### src/rtl/pipe_hazard_ctrl_if.sv
// Hazard-controller bundle: pipeline status in, stage-register enables/flushes out.
// master = pipeline datapath side, slave = the hazard controller.
interface pipe_hazard_ctrl_if #(
  parameter int REG_W = 5
);
  logic [REG_W-1:0] id_rs1;
  logic [REG_W-1:0] id_rs2;
  logic             id_use_rs1;
  logic             id_use_rs2;
  logic [REG_W-1:0] ex_rd;
  logic             ex_memread;
  logic             ex_redirect;
  logic             dmem_req;
  logic             dmem_ready;
  logic             pc_en;
  logic             ifid_en;
  logic             ifid_flush;
  logic             idex_en;
  logic             idex_bubble;
  logic             exmem_en;
  logic             memwb_en;
  logic             memwb_bubble;
  logic             mem_err;

  modport master (
    output id_rs1, id_rs2, id_use_rs1, id_use_rs2, ex_rd, ex_memread,
           ex_redirect, dmem_req, dmem_ready,
    input  pc_en, ifid_en, ifid_flush, idex_en, idex_bubble, exmem_en,
           memwb_en, memwb_bubble, mem_err
  );

  modport slave (
    input  id_rs1, id_rs2, id_use_rs1, id_use_rs2, ex_rd, ex_memread,
           ex_redirect, dmem_req, dmem_ready,
    output pc_en, ifid_en, ifid_flush, idex_en, idex_bubble, exmem_en,
           memwb_en, memwb_bubble, mem_err
  );
endinterface

### src/rtl/pipe_hazard_ctrl.sv
// Five-stage pipeline hazard controller: load-use stall, redirect flush, dmem freeze, timeout.
// Optional perf counters enabled by defining PIPE_HAZARD_PERF_EN.
module pipe_hazard_ctrl #(
  parameter int REG_W    = 5,
  parameter int IMEM_LAT = 1,
  parameter int MEM_TMO  = 255,
  parameter int CNT_W    = 32
) (
  input  logic                 clk,
  input  logic                 rstn,
  pipe_hazard_ctrl_if.slave    hz
`ifdef PIPE_HAZARD_PERF_EN
  ,
  output logic [CNT_W-1:0]     perf_stall_cnt,
  output logic [CNT_W-1:0]     perf_flush_cnt
`endif
);
  localparam int WT_W = $clog2(MEM_TMO + 1);

  typedef enum logic [1:0] {RUN, FLUSH, MEM_WAIT} state_t;

  state_t            state_q, state_d;
  logic [2:0]        flush_cnt_q, flush_cnt_d;
  logic [WT_W-1:0]   wait_q, wait_d;
  logic              mem_err_q, mem_err_d;

  logic [REG_W-1:0]  id_rs1, id_rs2, ex_rd;
  logic              stall_req, load_use;
  logic              pc_en, ifid_en, ifid_flush, idex_en, idex_bubble;
  logic              exmem_en, memwb_en, memwb_bubble;

  assign id_rs1    = hz.id_rs1;
  assign id_rs2    = hz.id_rs2;
  assign ex_rd     = hz.ex_rd;
  assign stall_req = hz.dmem_req & ~hz.dmem_ready;
  assign load_use  = hz.ex_memread && (ex_rd != '0) &&
                     ((hz.id_use_rs1 && (id_rs1 == ex_rd)) ||
                      (hz.id_use_rs2 && (id_rs2 == ex_rd)));

  always_comb begin
    state_d      = state_q;
    flush_cnt_d  = flush_cnt_q;
    wait_d       = wait_q;
    mem_err_d    = mem_err_q;
    pc_en        = 1'b1;
    ifid_en      = 1'b1;
    ifid_flush   = 1'b0;
    idex_en      = 1'b1;
    idex_bubble  = 1'b0;
    exmem_en     = 1'b1;
    memwb_en     = 1'b1;
    memwb_bubble = 1'b0;

    case (state_q)
      MEM_WAIT: begin
        // After a timeout the pipe stays frozen until reset, even if ready shows up.
        if (mem_err_q || !hz.dmem_ready) begin
          {pc_en, ifid_en, idex_en, exmem_en} = 4'b0000;
          memwb_bubble = 1'b1;
          if (wait_q != '1) wait_d = wait_q + 1'b1;
        end else begin
          wait_d  = '0;
          state_d = (flush_cnt_q != 3'd0) ? FLUSH : RUN;
        end
      end
      FLUSH: begin
        if (stall_req) begin
          // The stall cycle still consumes one fetch-latency slot; the rest survives the freeze.
          {pc_en, ifid_en, idex_en, exmem_en} = 4'b0000;
          memwb_bubble = 1'b1;
          if (flush_cnt_q != 3'd0) flush_cnt_d = flush_cnt_q - 3'd1;
          wait_d  = WT_W'(1);
          state_d = MEM_WAIT;
        end else begin
          ifid_flush = 1'b1;
          if (flush_cnt_q != 3'd0) flush_cnt_d = flush_cnt_q - 3'd1;
          if (flush_cnt_q <= 3'd1) state_d = RUN;
        end
      end
      default: begin
        if (stall_req) begin
          {pc_en, ifid_en, idex_en, exmem_en} = 4'b0000;
          memwb_bubble = 1'b1;
          wait_d  = WT_W'(1);
          state_d = MEM_WAIT;
        end else if (hz.ex_redirect) begin
          ifid_flush  = 1'b1;
          idex_bubble = 1'b1;
          flush_cnt_d = 3'(IMEM_LAT);
          state_d     = (IMEM_LAT > 0) ? FLUSH : RUN;
        end else if (load_use) begin
          pc_en       = 1'b0;
          ifid_en     = 1'b0;
          idex_bubble = 1'b1;
        end
      end
    endcase

    if (wait_d >= WT_W'(MEM_TMO)) mem_err_d = 1'b1;

    if (!rstn) begin
      {pc_en, ifid_en, idex_en, exmem_en, memwb_en} = 5'b00000;
      {ifid_flush, idex_bubble, memwb_bubble}       = 3'b000;
    end
  end

`ifdef PIPE_HAZARD_PERF_EN
  logic [CNT_W-1:0] perf_stall_q, perf_stall_d, perf_flush_q, perf_flush_d;

  always_comb begin
    perf_stall_d = perf_stall_q;
    perf_flush_d = perf_flush_q;
    if (!pc_en && perf_stall_q != '1)     perf_stall_d = perf_stall_q + 1'b1;
    if (ifid_flush && perf_flush_q != '1) perf_flush_d = perf_flush_q + 1'b1;
  end

  always_ff @(posedge clk) begin
    if (!rstn) begin
      perf_stall_q <= '0;
      perf_flush_q <= '0;
    end else begin
      perf_stall_q <= perf_stall_d;
      perf_flush_q <= perf_flush_d;
    end
  end

  assign perf_stall_cnt = perf_stall_q;
  assign perf_flush_cnt = perf_flush_q;
`endif

  always_ff @(posedge clk) begin
    if (!rstn) begin
      state_q     <= RUN;
      flush_cnt_q <= 3'd0;
      wait_q      <= '0;
      mem_err_q   <= 1'b0;
    end else begin
      state_q     <= state_d;
      flush_cnt_q <= flush_cnt_d;
      wait_q      <= wait_d;
      mem_err_q   <= mem_err_d;
    end
  end

  assign hz.pc_en        = pc_en;
  assign hz.ifid_en      = ifid_en;
  assign hz.ifid_flush   = ifid_flush;
  assign hz.idex_en      = idex_en;
  assign hz.idex_bubble  = idex_bubble;
  assign hz.exmem_en     = exmem_en;
  assign hz.memwb_en     = memwb_en;
  assign hz.memwb_bubble = memwb_bubble;
  assign hz.mem_err      = mem_err_q;
endmodule

### src/flat_wrapper.sv
// flat-port wrapper written by rule: the top's interface ports become plain ports
module pipe_hazard_ctrl_flat 
#(
  parameter int REG_W    = 5,
  parameter int IMEM_LAT = 1,
  parameter int MEM_TMO  = 255,
  parameter int CNT_W    = 32
)
  (clk, rstn, hz_id_rs1, hz_id_rs2, hz_id_use_rs1, hz_id_use_rs2, hz_ex_rd, hz_ex_memread, hz_ex_redirect, hz_dmem_req, hz_dmem_ready, hz_pc_en, hz_ifid_en, hz_ifid_flush, hz_idex_en, hz_idex_bubble, hz_exmem_en, hz_memwb_en, hz_memwb_bubble, hz_mem_err);
  pipe_hazard_ctrl_if #(.REG_W(REG_W)) hz_i ();
  input  logic clk;
  input  logic rstn;
  input wire logic [$bits(hz_i.id_rs1)-1:0] hz_id_rs1;
  input wire logic [$bits(hz_i.id_rs2)-1:0] hz_id_rs2;
  input wire logic [$bits(hz_i.id_use_rs1)-1:0] hz_id_use_rs1;
  input wire logic [$bits(hz_i.id_use_rs2)-1:0] hz_id_use_rs2;
  input wire logic [$bits(hz_i.ex_rd)-1:0] hz_ex_rd;
  input wire logic [$bits(hz_i.ex_memread)-1:0] hz_ex_memread;
  input wire logic [$bits(hz_i.ex_redirect)-1:0] hz_ex_redirect;
  input wire logic [$bits(hz_i.dmem_req)-1:0] hz_dmem_req;
  input wire logic [$bits(hz_i.dmem_ready)-1:0] hz_dmem_ready;
  output wire logic [$bits(hz_i.pc_en)-1:0] hz_pc_en;
  output wire logic [$bits(hz_i.ifid_en)-1:0] hz_ifid_en;
  output wire logic [$bits(hz_i.ifid_flush)-1:0] hz_ifid_flush;
  output wire logic [$bits(hz_i.idex_en)-1:0] hz_idex_en;
  output wire logic [$bits(hz_i.idex_bubble)-1:0] hz_idex_bubble;
  output wire logic [$bits(hz_i.exmem_en)-1:0] hz_exmem_en;
  output wire logic [$bits(hz_i.memwb_en)-1:0] hz_memwb_en;
  output wire logic [$bits(hz_i.memwb_bubble)-1:0] hz_memwb_bubble;
  output wire logic [$bits(hz_i.mem_err)-1:0] hz_mem_err;
  assign hz_i.id_rs1 = hz_id_rs1;
  assign hz_i.id_rs2 = hz_id_rs2;
  assign hz_i.id_use_rs1 = hz_id_use_rs1;
  assign hz_i.id_use_rs2 = hz_id_use_rs2;
  assign hz_i.ex_rd = hz_ex_rd;
  assign hz_i.ex_memread = hz_ex_memread;
  assign hz_i.ex_redirect = hz_ex_redirect;
  assign hz_i.dmem_req = hz_dmem_req;
  assign hz_i.dmem_ready = hz_dmem_ready;
  assign hz_pc_en = hz_i.pc_en;
  assign hz_ifid_en = hz_i.ifid_en;
  assign hz_ifid_flush = hz_i.ifid_flush;
  assign hz_idex_en = hz_i.idex_en;
  assign hz_idex_bubble = hz_i.idex_bubble;
  assign hz_exmem_en = hz_i.exmem_en;
  assign hz_memwb_en = hz_i.memwb_en;
  assign hz_memwb_bubble = hz_i.memwb_bubble;
  assign hz_mem_err = hz_i.mem_err;
  pipe_hazard_ctrl #(.REG_W(REG_W), .IMEM_LAT(IMEM_LAT), .MEM_TMO(MEM_TMO), .CNT_W(CNT_W)) u_core (.clk(clk), .rstn(rstn), .hz(hz_i));
endmodule
### config.mk
export PLATFORM = sky130hd
export DESIGN_NAME = pipe_hazard_ctrl_flat
export DESIGN_NICKNAME = d
export VERILOG_FILES = /design/src/rtl/pipe_hazard_ctrl_if.sv /design/src/rtl/pipe_hazard_ctrl.sv /design/src/flat_wrapper.sv
export SDC_FILE = /design/constraint.sdc
export NUM_CORES = 1
export LEC_CHECK = 0
export ABC_AREA = 1
export CORE_UTILIZATION = 25
export CTS_BUF_LIST = sky130_fd_sc_hd__clkbuf_4 sky130_fd_sc_hd__clkbuf_8 sky130_fd_sc_hd__clkbuf_16
export CTS_CLUSTER_SIZE = 14
export DETAILED_ROUTE_END_ITERATION = 10
export DONT_BUFFER_PORTS = 1
export GPL_TIMING_DRIVEN = 0
export PLACE_DENSITY_LB_ADDON = 0.2
export SETUP_SLACK_MARGIN = 0.5
export SYNTH_ARGS = -nofsm -noshare
export SYNTH_HDL_FRONTEND = slang
export SYNTH_SLANG_ARGS = --single-unit
### constraint.sdc
create_clock -name clk -period 1.4 [get_ports clk]
set_input_delay 0.21 -clock clk [delete_from_list [all_inputs] [get_ports clk]]
set_output_delay 0.21 -clock clk [all_outputs]
set_load 0.01 [all_outputs]
==> results of run 1 <==
-- cells in the mapped netlist (2+ instances only) --
master,number
ha_1,6
o21ai_1,6
a31oi_1,2
xor2_1,2
a21oi_1,16
nand2_1,47
nor3_1,3
inv_1,30
nand3_1,17
xnor2_1,2
nor2_1,20
o21ai_0,10
nand2_2,4
dfxtp_1,14
nor2_2,3
o22ai_1,2
buf_4,3
inv_2,7
-- per-stage QoR --
stage	utilization, %	TNS [ns]	instance area [sq um]
6_report	41.17	-2.104	1854
5_1_grt	41.17	-3.190	1854
4_1_cts	36.72	-2.021	1654
3_5_place_dp	30.83	-0.3629	1389
3_3_place_gp	30.83	-0.3820	1389
2_1_floorplan	-	-0.006548	1324
-- logic make-up after synthesis --
logic type               count (synthesis)  share of synthesized area [%]
AND/OR/NAND/NOR                         98                          35.12
buffers and inverters                   41                          14.21
AO/OA/AOI/OAI                           41                          18.54
adder cells (fa/ha/maj)                  6                          6.179
flip-flops                              14                          23.07
XOR/XNOR                                 4                          2.884
-- what timing repair did --
| action | in CTS | in global routing |
|---|---|---|
| pin swaps | 12 | 10 |
| resized for setup | 33 | 41 |
| hold endpoints to repair | 0 | 0 |
| setup buffers | 12 | 4 |
| setup endpoints to repair | 21 | 21 |
-- registers in the layout, indices dropped and copies added (netlist names) --
signal,count
u_core.wait_q,8
u_core.flush_cnt_q,3
u_core.hz.mem_err,1
u_core.state_q,2
-- area by class of cell --
type / count / share of cell area (%)
buffer: 4 / 2.024
clock buffer: 3 / 2.227
clock inverter: 1 / 0.2024
inverter: 37 / 8.569
multi-input combinational: 149 / 58.97
sequential: 14 / 16.40
tap: 52 / 3.509
timing repair buffer: 16 / 8.097
-- worst max path at each step --
stage                                    to  slack, ns               from  cells past startpoint
after global routing               hz_pc_en      -0.38  u_core.state_q[0]                      7
after floorplan                    hz_pc_en     -0.007  u_core.state_q[0]                      7
after global placement    u_core.hz.mem_err      -0.15   u_core.wait_q[0]                     11
final                              hz_pc_en      -0.30  u_core.state_q[0]                      7
after detailed placement  u_core.hz.mem_err      -0.19   u_core.wait_q[0]                     11
after CTS                          hz_pc_en      -0.32  u_core.state_q[0]                      7
-- per-layer routing --
| metal | GRT usage, % | wire (um) |
|---|---|---|
| met3 | 3.516 | 111 |
| met4 | 2.614 | 14 |
| met2 | 23.90 | 1812 |
| met1 | 17.52 | 1508 |
| met5 | 0 | 0 |
-- placed cells by master, fill, tap and decap left out, types with 2 or more instances in the layout --
| cell | count |
|---|---|
| nand2_1 | 33 |
| inv_1 | 24 |
| nor2_1 | 16 |
| nand2_2 | 13 |
| buf_4 | 11 |
| nand3_1 | 10 |
| inv_2 | 9 |
| buf_6 | 8 |
| o21ai_0 | 8 |
| a21oi_1 | 7 |
| a21oi_2 | 7 |
| nand3_2 | 5 |
| dfxtp_1 | 5 |
| dfxtp_4 | 5 |
| nor2_4 | 4 |
| nor2_2 | 4 |
| dfxtp_2 | 4 |
| a21oi_4 | 3 |
| o21ai_2 | 3 |
| nand2_4 | 3 |
| o21ai_1 | 3 |
| ha_4 | 3 |
| clkbuf_8 | 3 |
| nand2_8 | 2 |
| inv_8 | 2 |
| nor3_4 | 2 |
| inv_4 | 2 |
| o22ai_1 | 2 |
| xor2_1 | 2 |
| o21ai_4 | 2 |
| xnor2_1 | 2 |
| nand3_4 | 2 |
| ha_1 | 2 |
-- power breakdown --
| part | leakage (nW) | switching, mW | total [mW] | internal (mW) |
|---|---|---|---|---|
| combinational | 0.630 | 0.793 | 1.45 | 0.658 |
| clock | 0.0231 | 0.158 | 0.352 | 0.194 |
| sequential | 0.119 | 0.0613 | 0.533 | 0.472 |
| total | 0.772 | 1.01 | 2.34 | 1.32 |
-- worst reg2reg max path: stages, from the launching register on --
cell	delay, ns
dfxtp_4	0.37
inv_2	0.05
ha_4	0.16
inv_4	0.05
buf_4	0.10
buf_6	0.12
nand2_8	0.09
a21boi_2	0.14
nand2_1	0.07
nand2_1	0.07
nand3_2	0.06
nor2_2	0.10
nand2_1	0.08
a21oi_2	0.12
==> metrics.md, run 1 <==
| Metric | Value |
|---|---|
| Mean area per synthesized cell | 5.955 sq um |
| Reg-to-reg slack, setup | -0.24 ns |
| Hold_sp | rstn |
| DIE WIDTH | 71.71 um |
| Final setup viols | 13 |
| CTS Buffer Depth | 2 |
| Clock Sinks | 14 |
| Number of global-route vias before repair | 1,232 |
| RSZ-0062 raised after global routing | true |
| Rows | 24 |
| Pwr Total | 2.337 mW |
| Reg2Reg Launch Point | u_core.state_q[0] |
| PnR worst setup slack | -0.3025 ns |
| Fillers | 461 |
| Gr ovfl total | 0 |
| Min-Delay Path Class | in2reg |
| Die H | 71.71 um |
| Synth area leaders | dfxtp_1 23%, nand2_1 15%, inv_1 9.3% |
| Worst-Margin Slew | 0.4244 ns |
| Number of enable flip-flop cells after synthesis | 0 |
| DR WL/cell | 12.49 um |
| Hold WS | 0.09347 ns |
| Cts bufs inserted | 3 |
| Worst Path Buf+Inv | 3 |
| #FFs+latches synth | 14 |
| R2R cell count | 13 |
| CP max-delay cell | dfxtp_4 |
| Final period util | 121.6% |
| Area Growth Syn to Fin | 52.63% |
| Initial antenna violation count | 0 |
| Post-cts hold buffer count | 0 |
| Reg area | 304.0 sq um |
| Largest area contributor in the netlist | dfxtp_1 |
| DP Worst Slack | -0.1851 ns |
| Ys Warns | 0 |
| Non-Filler Instances | 276 |
| H-tree levels | 1 |
| DR vias/cell | 4.656 |
| Maximum VDD drop | 1.105 mV |
| Post-synthesis cell area | 1215 sq um |
| Min Clock Period, post-route | 1.703 ns |
| Clk Tree Root Cell | clkbuf_8 |
| Worst setup SP type | flop |
| Hold Path Depth | 2 |
| Rel. slew slack | 71.68% |
| Synth top area share | 23.07% |
| 1st-iter DRT viols | 46 |
| Diodes inserted | 0 |
| Clk_skew | 0.0006155 ns |
| Violated checks | setup timing |
| Final Hold Fails | 0 |
| Cell family with most CP delay | flip-flops |
| Top_reg_cell synth | dfxtp_1 |
| PD cells | 1260 nW/um^2 |
| Worst Setup End Kind | output pin |
| Yosys cell types | 28 |
| Sequential share of the synthesized area | 23.07% |
| Endpoint with the worst hold slack | u_core.state_q[0] |
| Status | finished, violations left |
| Worst reg2reg path endpoint | u_core.hz.mem_err |
| Gpl congestion | 0.7489 |
| Area of the multi-input gates | 1094 sq um |
| Worst EP arrival | 1.49 ns |
| Port Buffers | 0 |
| Via Count | 1,285 |
| ANT nets after route | 0 |
| Final Max Tran Viols | 0 |
| Max cap viols | 0 |
| Crit-path cells | inv_2 > ha_4 > inv_4 > nor2_4 > nand2_2 > a21oi_4 > buf_4 |
| Clock latency on the worst-skew pair | 0.25 ns |
| CTS clock-pin slew for the worst setup and hold paths | 0.06 ns |
| Critical path class | reg2out |
| I/O pin cnt | 32 |
| Die area | 5142 sq um |
| Dpl hpwl | 2398 um |
| First drt pass iteration count | 4 |
| Crit path required time | 1.19 ns |
| CTS tree | done |
| Largest net degree at the start of global routing | 11 |
| Placed cells | 256 |
| Drt drc | 0 |
| Total global-route track usage | 13.85% |
| Syn Nets | 233 |
| Post-Route WL | 3446 um |
| CP max stage delay | 0.37 ns |
| Leakage | 0.7721 nW |
| CP max FO | 4 |
| Max Clk Rate | 587.4 MHz |
| First-pass GRT wire length | 5685 um |
| Layout cell share with drive strength beyond 1 | 46.43% |
| CORE AREA | 4504 sq um |
| Nets | 254 |
| Post-Synthesis Cells | 204 |
| Initial core utilization | 26.97% |
| Post-synth ARST share | 0% |
Power figures use the tool's default switching activity.
==> run 2: changes to the inputs <==
--- a/config.mk
+++ b/config.mk
@@ -11,9 +11,9 @@
 export CTS_CLUSTER_SIZE = 14
 export DETAILED_ROUTE_END_ITERATION = 10
 export DONT_BUFFER_PORTS = 1
-export GPL_TIMING_DRIVEN = 0
-export PLACE_DENSITY_LB_ADDON = 0.2
+export PLACE_DENSITY = 0.47
 export SETUP_SLACK_MARGIN = 0.5
+export SLEW_MARGIN = 20
 export SYNTH_ARGS = -nofsm -noshare
 export SYNTH_HDL_FRONTEND = slang
 export SYNTH_SLANG_ARGS = --single-unit
==> run 2 against run 1 <==
Compared with the run above: cell count rose by 9.1%; the run still ends with setup timing left; worst setup slack better by 0.023 ns; first-iteration DRC count decreased by 30%; sequential cell count unchanged; largest cell class unchanged; global-route usage grew 1.0 points.
==> metrics.md, run 2 (synthesis gave the netlist of run 1 again) <==
| Metric | Value |
|---|---|
| Leakage | 0.9116 nW (+18%) |
| Post-route core utilization | 44.28% (+3.1 points) |
| Critical path class | reg2out |
| DR vias/cell | 4.648 (-0.17%) |
| Violated checks | setup timing |
| Post-Route WL | 3683 um (+6.9%) |
| Clk Tree Root Cell | clkbuf_8 |
| ANT nets after route | 0 (unchanged) |
| Hold WS | 0.06302 ns (-0.03045 ns) |
| PD cells | 1232 nW/um^2 (-2.2%) |
| CTS clock-pin slew for the worst setup and hold paths | 0.06 ns (about the same) |
| Die H | 71.71 um (unchanged) |
| CP max FO | 3 (-1) |
| Logic pwr share | 62.4% (+0.3 points) |
| Min-Delay Path Class | in2reg |
| Clk_skew | 0.001914 ns (+0.001299 ns) |
| Crit path required time | 1.19 ns (about the same) |
| Seq pwr share | 21.4% (-1.4 points) |
| Max cap viols | 0 (unchanged) |
| Worst Setup End Kind | output pin |
| Layout cell share with drive strength beyond 1 | 51.00% (+4.6 points) |
| Die area | 5142 sq um (unchanged) |
| Most common cell after layout, fill and taps aside | nand2_1 |
| CTS Buffer Depth | 2 (unchanged) |
| Rows | 24 (unchanged) |
| DR WL/cell | 12.24 um (-2.0%) |
| Maximum VDD drop | 0.9328 mV (-16%) |
| Clock Power Share | 16.2% (+1.1 points) |
| DP Worst Slack | -0.07134 ns (+0.1138 ns) |
| RSZ-0062 raised after global routing | true |
| Area Growth Syn to Fin | 64.16% |
| Final Max Tran Viols | 0 (unchanged) |
| Final period util | 120.0% (-1.6 points) |
| Port Buffers | 0 (unchanged) |
| Pwr Total | 2.458 mW (+5.2%) |
| Diodes inserted | 0 (unchanged) |
| Status | finished, violations left |
| Gpl congestion | 0.8444 (+13%) |
| Clock Sinks | 14 (unchanged) |
| PnR worst setup slack | -0.2795 ns (+0.02298 ns) |
| Worst setup SP type | flop |
| Final setup viols | 13 (unchanged) |
| Worst-Margin Slew | 0.4277 ns (+0.003282 ns) |
| Initial core utilization | 26.97% (unchanged) |
| Fillers | 452 (-2.0%) |
| Internal | 1.460 mW (+10%) |
| Total global-route track usage | 14.85% (+1.0 points) |
| Clock latency on the worst-skew pair | 0.24 ns (about the same) |
| Max Clk Rate | 595.4 MHz (+1.4%) |
| I/O pin cnt | 32 (unchanged) |
| Nets | 279 (+9.8%) |
| Rel. slew slack | 71.46% (-0.22 points) |
| Largest net degree at the start of global routing | 12 (+1) |
| First drt pass iteration count | 4 (unchanged) |
| Min Clock Period, post-route | 1.680 ns (-0.02298 ns) |
| Final Hold Fails | 0 (unchanged) |
| 1st-iter DRT viols | 32 (-30%) |
| Most frequent cells in the layout | 36 x nand2_1, 29 x buf_4, 21 x inv_1, 17 x nor2_1, 16 x buf_6 |
| Worst EP arrival | 1.47 ns (-0.02 ns) |
| Via Count | 1,399 (+8.9%) |
| H-tree levels | 1 (unchanged) |
| Most flops, register | u_core.wait_q |
| Cts bufs inserted | 3 (unchanged) |
| Number of global-route vias before repair | 1,364 (+11%) |
| Gr ovfl total | 0 (unchanged) |
| Largest register FFs | 8 (unchanged) |
| Net Sw Frac | 40.59% (-2.7 points) |
| CORE AREA | 4504 sq um (unchanged) |
| Initial antenna violation count | 0 (unchanged) |
| First-pass GRT wire length | 6051 um (+6.4%) |
| CTS tree | done |
| Regs by FF count | u_core.wait_q: 8 flops, u_core.flush_cnt_q: 3 flops, u_core.state_q: 2 flops |
| Sw power | 997.4 uW (-1.5%) |
| Drt drc | 0 (unchanged) |
| Dpl hpwl | 2688 um (+12%) |
| DIE WIDTH | 71.71 um (unchanged) |
run 2: metrics by stage:
step	instance area [sq um]	instances	TNS (ns)
after global placement	1610	286	-0.1016
after global routing	1994	301	-2.987
final	1994	301	-2.014
after detailed placement	1610	286	-0.09515
after floorplan	1324	204	-0.006548
after CTS	1813	293	-1.618
run 2: cell type report:
type	count	area (sq um)	share of cell area (%)
Clock buffer	4	55.05	2.760
Timing Repair Buffer	45	397.9	19.95
Sequential cell	14	304.0	15.24
Multi-Input combinational cell	149	1023	51.32
Tap cell	52	65.06	3.262
Inverter	37	148.9	7.466
run 2: power by group through the flow:
stage,clock [mW],combinational (mW),sequential [mW]
2_1_floorplan,0,0.708,0.526
3_5_place_dp,0,1.03,0.532
6_report,0.397,1.53,0.525
4_1_cts,0.415,1.30,0.525
5_1_grt,0.441,1.65,0.532
3_3_place_gp,0,1.04,0.532
run 2: worst max-delay path, stage by stage, from the launching register on:
cell and delay (ns):
dfxtp_2 0.35, buf_6 0.10, ha_4 0.13, inv_2 0.04, nor2_4 0.13, nand2_4 0.06, buf_4 0.13, a21oi_1 0.28
run 2: timing repair:
action                                  CTS  global route
setup buffers                             3             8
pin swaps                                16             9
endpoints found under the setup margin   22            22
hold endpoints to repair                  0             0
hold buffers                              0             0
gates resized for setup                  30            36
run 2: worst paths after layout:
| check | startpoint | endpoint | slack, ns | cells past startpoint |
|---|---|---|---|---|
| max | u_core.state_q[0] | hz_ifid_flush | -0.28 | 7 |
| min | rstn | u_core.state_q[1] | 0.06 | 2 |
| max reg2reg | u_core.state_q[0] | u_core.flush_cnt_q[2] | -0.19 | 10 |
| min reg2reg | u_core.flush_cnt_q[1] | u_core.flush_cnt_q[1] | 0.47 | 2 |
run 2: layer usage:
metal / wire length, um / global-route usage (%) / up-vias / part of all wire [%]
met2: 1819 / 23.90 / 25 / 49
met5: 0 / 0 / - / 0
li1: - / - / 741 / -
met3: 173 / 4.079 / 4 / 4.7
met4: 29 / 4.357 / 0 / 0.79
met1: 1661 / 19.39 / 629 / 45
==> run 3: changes to the inputs <==
--- a/config.mk
+++ b/config.mk
@@ -8,6 +8,7 @@
 export ABC_AREA = 1
 export CORE_UTILIZATION = 25
 export CTS_BUF_LIST = sky130_fd_sc_hd__clkbuf_4 sky130_fd_sc_hd__clkbuf_8 sky130_fd_sc_hd__clkbuf_16
+export CTS_CLUSTER_DIAMETER = 30
 export CTS_CLUSTER_SIZE = 14
 export DETAILED_ROUTE_END_ITERATION = 10
 export DONT_BUFFER_PORTS = 1
==> results of run 3 <==
The final DEF is identical to that of run 2; final timing and power are the same.
==> edit, RTL diff (config.mk and constraints of run 3) <==
`MEM_TMO` is set to 255 in 2 places; all go to 510.
--- a/src/rtl/pipe_hazard_ctrl.sv
+++ b/src/rtl/pipe_hazard_ctrl.sv
@@ -3,7 +3,7 @@
 module pipe_hazard_ctrl #(
   parameter int REG_W    = 5,
   parameter int IMEM_LAT = 1,
-  parameter int MEM_TMO  = 255,
+  parameter int MEM_TMO  = 510,
   parameter int CNT_W    = 32
 ) (
   input  logic                 clk,
--- a/src/flat_wrapper.sv
+++ b/src/flat_wrapper.sv
@@ -3,7 +3,7 @@
 #(
   parameter int REG_W    = 5,
   parameter int IMEM_LAT = 1,
-  parameter int MEM_TMO  = 255,
+  parameter int MEM_TMO  = 510,
   parameter int CNT_W    = 32
 )
   (clk, rstn, hz_id_rs1, hz_id_rs2, hz_id_use_rs1, hz_id_use_rs2, hz_ex_rd, hz_ex_memread, hz_ex_redirect, hz_dmem_req, hz_dmem_ready, hz_pc_en, hz_ifid_en, hz_ifid_flush, hz_idex_en, hz_idex_bubble, hz_exmem_en, hz_memwb_en, hz_memwb_bubble, hz_mem_err);
Formal check against the unedited RTL: no difference found for any inputs over 10 cycles, from zero or initial values and one cycle with rstn low; that may be too few to reach the edited logic, so the function may still have changed.
==> edit against run 3 <==
  * The flow still finishes with violations (setup timing)
  * Cell area rose by 13%
  * Via count rose by 7.6%
  * Total power rose by 20%
  * Routed wire length rose by 11%
  * Sequential cell count rose by 1
  * Area after synthesis rose by 3.4%
  * Setup slack improved by 0.023 ns
==> edit: results <==
[synthesis]
synthDistinctLibCells = 27
synth.area.top_cells = "dfxtp_1 (24%), nand2_1 (16%), inv_1 (9.9%)"
seq_area_frac_synth_pct = 23.9
yosys-top-cells-count = "nand2_1 (52), inv_1 (33), nor2_1 (19), a21oi_1 (17), dfxtp_1 (15)"
syn-num-nets = 235
ys_warn_count = 0
synth_area_per_cell_sq_um = 6.10

[final_layout]
fillers = 467
final_layout_size_suffix_gt1_share_pct = 58.9
layoutNonFillerInstCount = 332
top_register = "u_core.wait_q"
top_regs = "u_core.wait_q: 9 flops, u_core.flush_cnt_q: 3 flops, u_core.state_q: 2 flops"
final_nets = 295

[worst_setup_path]
cpMaxStageDelayCell = "dfxtp_4"
arrival_ns = 1.45
rr_startpoint = "u_core.wait_q[1]"
startpoint = "u_core.state_q[1]"
cp_max_fo = 3
r2r_cells = 11

[global_route]
track_usage_pct = 15.7
grt_pass1_wl_um = 6420
grt_max_degree = 11
grt_pass1_vias = 1416

[worst_hold_path]
worstHoldPathCells = 1

[pwr]
pg_comb_w = 0.00196
leakage_nw = 0.975
max-vdd-ir-drop_uv = 1090
p_switching_w = 0.00120
comb_power_share_pct = 66.8
power_frac_clock_pct = 13.5

[sta]
slew_headroom_pct = 59.7
finalWorstSetupSlack_ns = -0.257
setup_viol = 14
clock_skew_ns = 0.00285

[outcome]
violations = "setup timing"
status = "finished, violations left"

[routing]
drt_iter0_drc = 55
num_vias = 1506
routed_wl_um = 4100

[placed_design]
post-place-ws_ns = -0.170
dp.cells = 312
gp_congestion = 0.820
dp_hpwl_um = 2700

[clocking]
insertion_delay_ns = 0.26

[run]
cap_violations = 0
## edit: changes by cell type in the layout (fill, tap and decap cells not counted), moves of 4 or more
cell / before / now
a21oi_1: 12 / 7
a21oi_2: 4 / 8
buf_4: 29 / 34
buf_6: 16 / 24
inv_2: 13 / 9
nand2_2: 11 / 18
nand3_1: 10 / 5
nor2_1: 17 / 11
o21ai_2: 5 / 1
## edit: path summary, 6_finish.rpt
path / to / slack [ns]
setup / recovery: hz_pc_en / -0.26
hold / removal: u_core.wait_q[0] / 0.07
setup reg to reg: u_core.hz.mem_err / -0.13
hold reg to reg: u_core.flush_cnt_q[2] / 0.51
## edit: what timing repair did
action | CTS | global route
gates cloned | 1 | 0
pin swaps | 17 | 23
setup buffers | 13 | 2
gates resized for setup | 65 | 47
hold buffers | 0 | 0
setup endpoints to repair | 23 | 23
## edit: cell families (layout without fill, tap and decap cells)
logic type | after synthesis | after routing | share of synthesized area [%]
compound gates | 39 | 39 | 17.3
xor+xnor | 4 | 4 | 2.79
fa+ha+maj | 6 | 6 | 5.98
buf+inv | 40 | 98 | 13.4
flops | 15 | 15 | 23.9
simple gates | 102 | 103 | 36.6
## edit: through the flow
stage	cell area, sq um	setup TNS (ns)
floorplan	1330	-0.00345
global placement	1700	-0.737
detailed placement	1700	-0.663
CTS	2090	-1.41
global route	2260	-2.28
finish	2260	-1.36
## edit: layout make-up
cell class | count | share of cell area (%)
Sequential cell | 15 | 13.9
Tap cell | 67 | 3.71
Timing Repair Buffer | 58 | 23.2
Clock buffer | 4 | 2.16
Inverter | 36 | 6.64
Multi-Input combinational cell | 152 | 50.4
## edit: per-layer routing
layer	up-vias	share of wire, %	track usage (%)
met5	-	0	0
met3	9	2.7	3.31
met4	0	1.7	3.70
met1	693	44	19.7
met2	26	51	27.3
li1	778	-	-
